## src/rtl/sawtooth_generator.sv

```systemverilog
// 8-bit sawtooth generator for a Tiny Tapeout style wrapper: phase accumulator,
// shift-selected output window and a first-order PDM stream for an RC filter.
module sawtooth_generator #(
    parameter int ACC_W = 23
) (
    input  logic       clk,
    input  logic       rst,
    input  logic       ena,
    input  logic [7:0] ui_in,
    output logic [7:0] uo_out,
    input  logic [7:0] uio_in,
    output logic [7:0] uio_out,
    output logic [7:0] uio_oe
);

    localparam int SH_W = $clog2(ACC_W);

    // Every shift setting (max 15) needs a full 8-bit window inside acc.
    if (ACC_W < 23) begin : g_acc_w_check
        $error("ACC_W must be at least 23");
    end

    logic [ACC_W-1:0] acc_q, acc_d;
    logic [7:0]       pdm_acc_q, pdm_acc_d;
    logic             pdm_out_q, pdm_out_d;

    logic [3:0]       shift_by;
    logic             hold;
    logic             invert;
    logic [SH_W-1:0]  base;
    logic [7:0]       raw;
    logic [ACC_W-1:0] win_mask;
    logic             wrap_sync;
    logic [8:0]       pdm_sum;
    logic             unused_in;

    assign shift_by = ui_in[7:4];
    assign hold     = ui_in[1];
    assign invert   = ui_in[0];

    assign base   = SH_W'(shift_by);
    assign raw    = acc_q[base +: 8];
    assign uo_out = invert ? ~raw : raw;

    // Low shift_by+8 bits of acc all ones: last cycle before raw wraps to zero.
    assign win_mask  = ~({ACC_W{1'b1}} << (base + SH_W'(8)));
    assign wrap_sync = &(acc_q | ~win_mask);

    assign pdm_sum = {1'b0, pdm_acc_q} + {1'b0, uo_out};

    assign uio_out   = {pdm_out_q, wrap_sync, 6'b00_0000};
    assign uio_oe    = 8'b1100_0000;
    assign unused_in = ^{uio_in, ui_in[3:2]};

    always_comb begin
        acc_d     = acc_q;
        pdm_acc_d = pdm_acc_q;
        pdm_out_d = pdm_out_q;
        if (ena) begin
            if (!hold) begin
                acc_d = acc_q + ACC_W'(1);
            end
            // Modulator keeps running while held so a frozen sample keeps its density.
            pdm_acc_d = pdm_sum[7:0];
            pdm_out_d = pdm_sum[8];
        end
    end

    always_ff @(posedge clk) begin
        if (rst) begin
            acc_q     <= '0;
            pdm_acc_q <= '0;
            pdm_out_q <= 1'b0;
        end else begin
            acc_q     <= acc_d;
            pdm_acc_q <= pdm_acc_d;
            pdm_out_q <= pdm_out_d;
        end
    end

endmodule

```

## config.mk

```make
export PLATFORM = sky130hd
export DESIGN_NAME = sawtooth_generator
export DESIGN_NICKNAME = d
export VERILOG_FILES = /design/src/rtl/sawtooth_generator.sv
export SDC_FILE = /design/constraint.sdc
export NUM_CORES = 1
export LEC_CHECK = 0
export BUFFER_PORTS_ARGS = -buffer_cell sky130_fd_sc_hd__buf_2
export CAP_MARGIN = 10
export CORE_ASPECT_RATIO = 0.5
export CORE_MARGIN = 10
export CORE_UTILIZATION = 35
export DETAILED_ROUTE_END_ITERATION = 16
export MAX_ROUTING_LAYER = met4
export SLEW_MARGIN = 15
export SYNTH_ARGS = -nofsm -noshare
export SYNTH_HDL_FRONTEND = slang
export SYNTH_SLANG_ARGS = --single-unit
```

## constraint.sdc

```tcl
create_clock -name clk -period 9.55 [get_ports clk]
set_input_delay 0.955 -clock clk [delete_from_list [all_inputs] [get_ports clk]]
set_output_delay 0.955 -clock clk [all_outputs]
set_load 0.005 [all_outputs]
```

==> flow_summary.json <==
{
  "status": "completed",
  "cp_top_family": "compound AO/OA/AOI/OAI gates",
  "synth_top_area_cell": "dfxtp_1",
  "dpl.cell_count": 445,
  "synth_compound_area_share_pct": 15.3,
  "yosysSeqAreaShare_pct": 22.6,
  "grt_pass1_wl_um": 11800,
  "synth_xor_area_share_pct": 10.2,
  "worstSkewPairLatency_ns": 0.28,
  "synth_top_area_share_pct": 22.6,
  "cts-hold-fix-buffers": 0,
  "synth_mux_area_share_pct": 15.0,
  "start_kind": "input port",
  "layout_setup_ws_ns": 5.11,
  "place_hpwl_um": 4980,
  "fin_crit_ns": 4.44,
  "avgSynthCellArea_um2": 8.21,
  "cts_tree": "built",
  "netlist-cell-type-count": 61,
  "routabilityCongestion": 0.911,
  "relSlewSlack_pct": 47.0,
  "drv_slew": 0,
  "route.detailed.drc": 0,
  "finalSetupTns_ns": 0,
  "hold_depth": 2,
  "crit_required_ns": 9.77,
  "max-cap-violations": 0,
  "crit_arrival_ns": 4.66,
  "core_area_um2": 7940,
  "max_freq_mhz": 225,
  "overflow": 0,
  "antenna_found_initial": 0,
  "slowest_delay_ns": 0.61,
  "io_buffers": 18,
  "synth-adder-area-share_pct": 4.68,
  "row_count": 23,
  "reg2reg_depth": 13,
  "clkTransAtPathRegs_ns": 0.05,
  "critPathKind": "in -> reg",
  "clock_sinks": 32,
  "clk_path_buf_depth": 2,
  "setup_viol": 0,
  "initialDrtViolationCount": 105,
  "syn_inst": 345,
  "clockRootBuffer": "clkbuf_16",
  "leakagePower_nw": 1.17,
  "rsz0062_at_grt": "no",
  "cts_max_level": 2,
  "synth_top_family_by_area": "simple AND/OR/NAND/NOR gates",
  "num_antenna_cells": 0,
  "fp.dieH_um": 83.6,
  "cts_buffers": 5,
  "async_flop_share_pct": 0,
  "vias": 2424,
  "cp_cell_sequence": "buf_2 > mux2i_1 > mux4_2 > xnor2_1 > nor2_1 > a221oi_2 > ha_1 > inv_1 > fa_1 > nor2b_1 > o31a_1 > o21ai_0 > a2111oi_0 > a31o_2",
  "die_w_um": 147,
  "final_nets": 369,
  "ant_nets": 0,
  "clock-skew-final_ns": 0.00348,
  "die_area_um2": 12300,
  "min_path_type": "reg -> reg",
  "ys_top_cells_by_area": "dfxtp_1 23%, mux2i_1 8.5%, xor2_1 6.5%",
  "stdcell_count": 453,
  "path_depth": 14,
  "drive_gt1_share_pct": 12.3,
  "synth-edff-count": 0,
  "first_pass_iters": 4,
  "finalPower_mw": 0.376,
  "worst_slew_pin_slew_ns": 0.795,
  "start_util_pct": 35.6,
  "cpMaxStageDelayCell": "buf_2",
  "finalWirelength_um": 6840,
  "cts_resized": 0,
  "synth_seq_cells": 32,
  "synth-simple-area-share_pct": 21.8,
  "p_per_area_nw_per_um2": 125,
  "timing.final.crit_share_pct": 46.5,
  "ir_drop_mv": 0.0552,
  "place_ws_ns": 4.94,
  "path_buf_inv": 2,
  "grt_max_degree": 35,
  "track_usage_pct": 11.3,
  "syn_to_final_growth_pct": 6.01,
  "grt_pass1_vias": 2333,
  "synthesis.area_um2": 2830,
  "vias_per_cell": 5.35,
  "ioPinCount": 43,
  "post-cts-setup-buffers": 0,
  "holdWs_ns": 0.469,
  "ys_warn_count": 0,
  "ys.flop_type": "dfxtp_1",
  "worst_setup_path_end_kind": "flop",
  "finalHoldViolCount": 0,
  "wire_per_inst_um": 15.1,
  "cp_max_fo": 34
}
==> state kept, by name, summed over array words and instances (netlist names) <==
| signal | count |
|---|---|
| acc_q | 23 |
| pdm_out_q | 1 |
| pdm_acc_q | 8 |
==> power by group <==
part	switching, mW	internal, mW	total (mW)	leakage (nW)
registers	0.00386	0.139	0.143	0.260
logic	0.0429	0.0297	0.0726	0.837
clock network	0.0564	0.104	0.160	0.0712
==> per-stage QoR <==
stage,cell area (um2),util (%)
after floorplan,2880,-
after CTS,3000,37.8
after detailed placement,2860,35.9
after global routing,3000,37.8
after global placement,2860,35.9
final,3000,37.8
==> logic make-up after synthesis <==
logic type | after synthesis
AO/OA/AOI/OAI | 59
XOR/XNOR | 33
adder cells (fa/ha/maj) | 10
buffers and inverters | 51
flip-flops | 32
multiplexers | 34
other | 2
AND/OR/NAND/NOR | 124
==> cell type report <==
type	count	area [um2]
Inverter	9	33.8
Fill cell	839	4940
Multi-Input combinational cell	274	1950
Sequential cell	32	641
Tap cell	112	140
Clock buffer	8	146
Timing Repair Buffer	18	90.1
==> worst reg2reg max path, cell delays in order, from the launching register on <==
cell       delay (ns)
dfxtp_1          0.50
mux2i_1          0.26
mux4_2           0.56
xnor2_1          0.15
nor2_1           0.07
a221oi_2         0.26
ha_1             0.23
inv_1            0.06
fa_1             0.41
nor2b_1          0.17
o31a_1           0.19
o21ai_0          0.09
a2111oi_0        0.39
a31o_2           0.16
==> worst paths after layout <==
path,slack (ns),startpoint,to
max,5.11,ui_in[5],pdm_acc_q[6]
min,0.47,pdm_acc_q[7],pdm_acc_q[7]
max reg2reg,5.99,acc_q[10],pdm_acc_q[6]
min reg2reg,0.47,pdm_acc_q[7],pdm_acc_q[7]
==> routing by layer <==
layer / track usage [%] / wire, um / up-vias
met1: 15.2 / 3360 / 1145
met5: - / 0 / -
met2: 16.9 / 3040 / 73
li1: - / - / 1201
met4: 2.86 / 31 / 0
met3: 2.16 / 405 / 5
==> synthesized netlist by cell type, types with 2 or more instances <==
library cell,n
nand3_1,10
o21a_1,3
xor2_1,21
dfxtp_1,32
or2_0,2
a21oi_1,6
buf_4,17
nand4_1,9
nor2b_1,5
nor2_1,48
clkbuf_2,2
o21ai_0,9
nand2_1,26
mux2_2,3
inv_1,9
ha_1,9
a31oi_1,4
o32ai_1,4
buf_1,3
nand2b_1,2
nand3b_1,2
a211oi_1,2
o211ai_1,2
and4_1,3
buf_2,3
clkbuf_1,15
o31a_1,2
nor4_2,2
a21o_1,3
nor4_1,4
a221oi_2,2
o22ai_1,9
mux2i_1,24
mux4_2,6
conb_1,2
xnor2_1,12
nor3_1,4
==> layout by cell type, fill, tap and decap left out, types with 3 or more instances in the layout <==
cell and instances:
a21o_1 3, a21oi_1 6, a31oi_1 4, and4_1 3, buf_2 18, clkbuf_16 5, conb_1 14, dfxtp_1 32
ha_1 9, inv_1 9, mux2_2 3, mux2i_1 24, mux4_2 6, nand2_1 26, nand3_1 10, nand4_1 9
nor2_1 48, nor2b_1 5, nor3_1 4, nor4_1 4, o21a_1 3, o21ai_0 9, o22ai_1 9, o32ai_1 4
xnor2_1 12, xor2_1 21
Power figures use the tool's default switching activity.
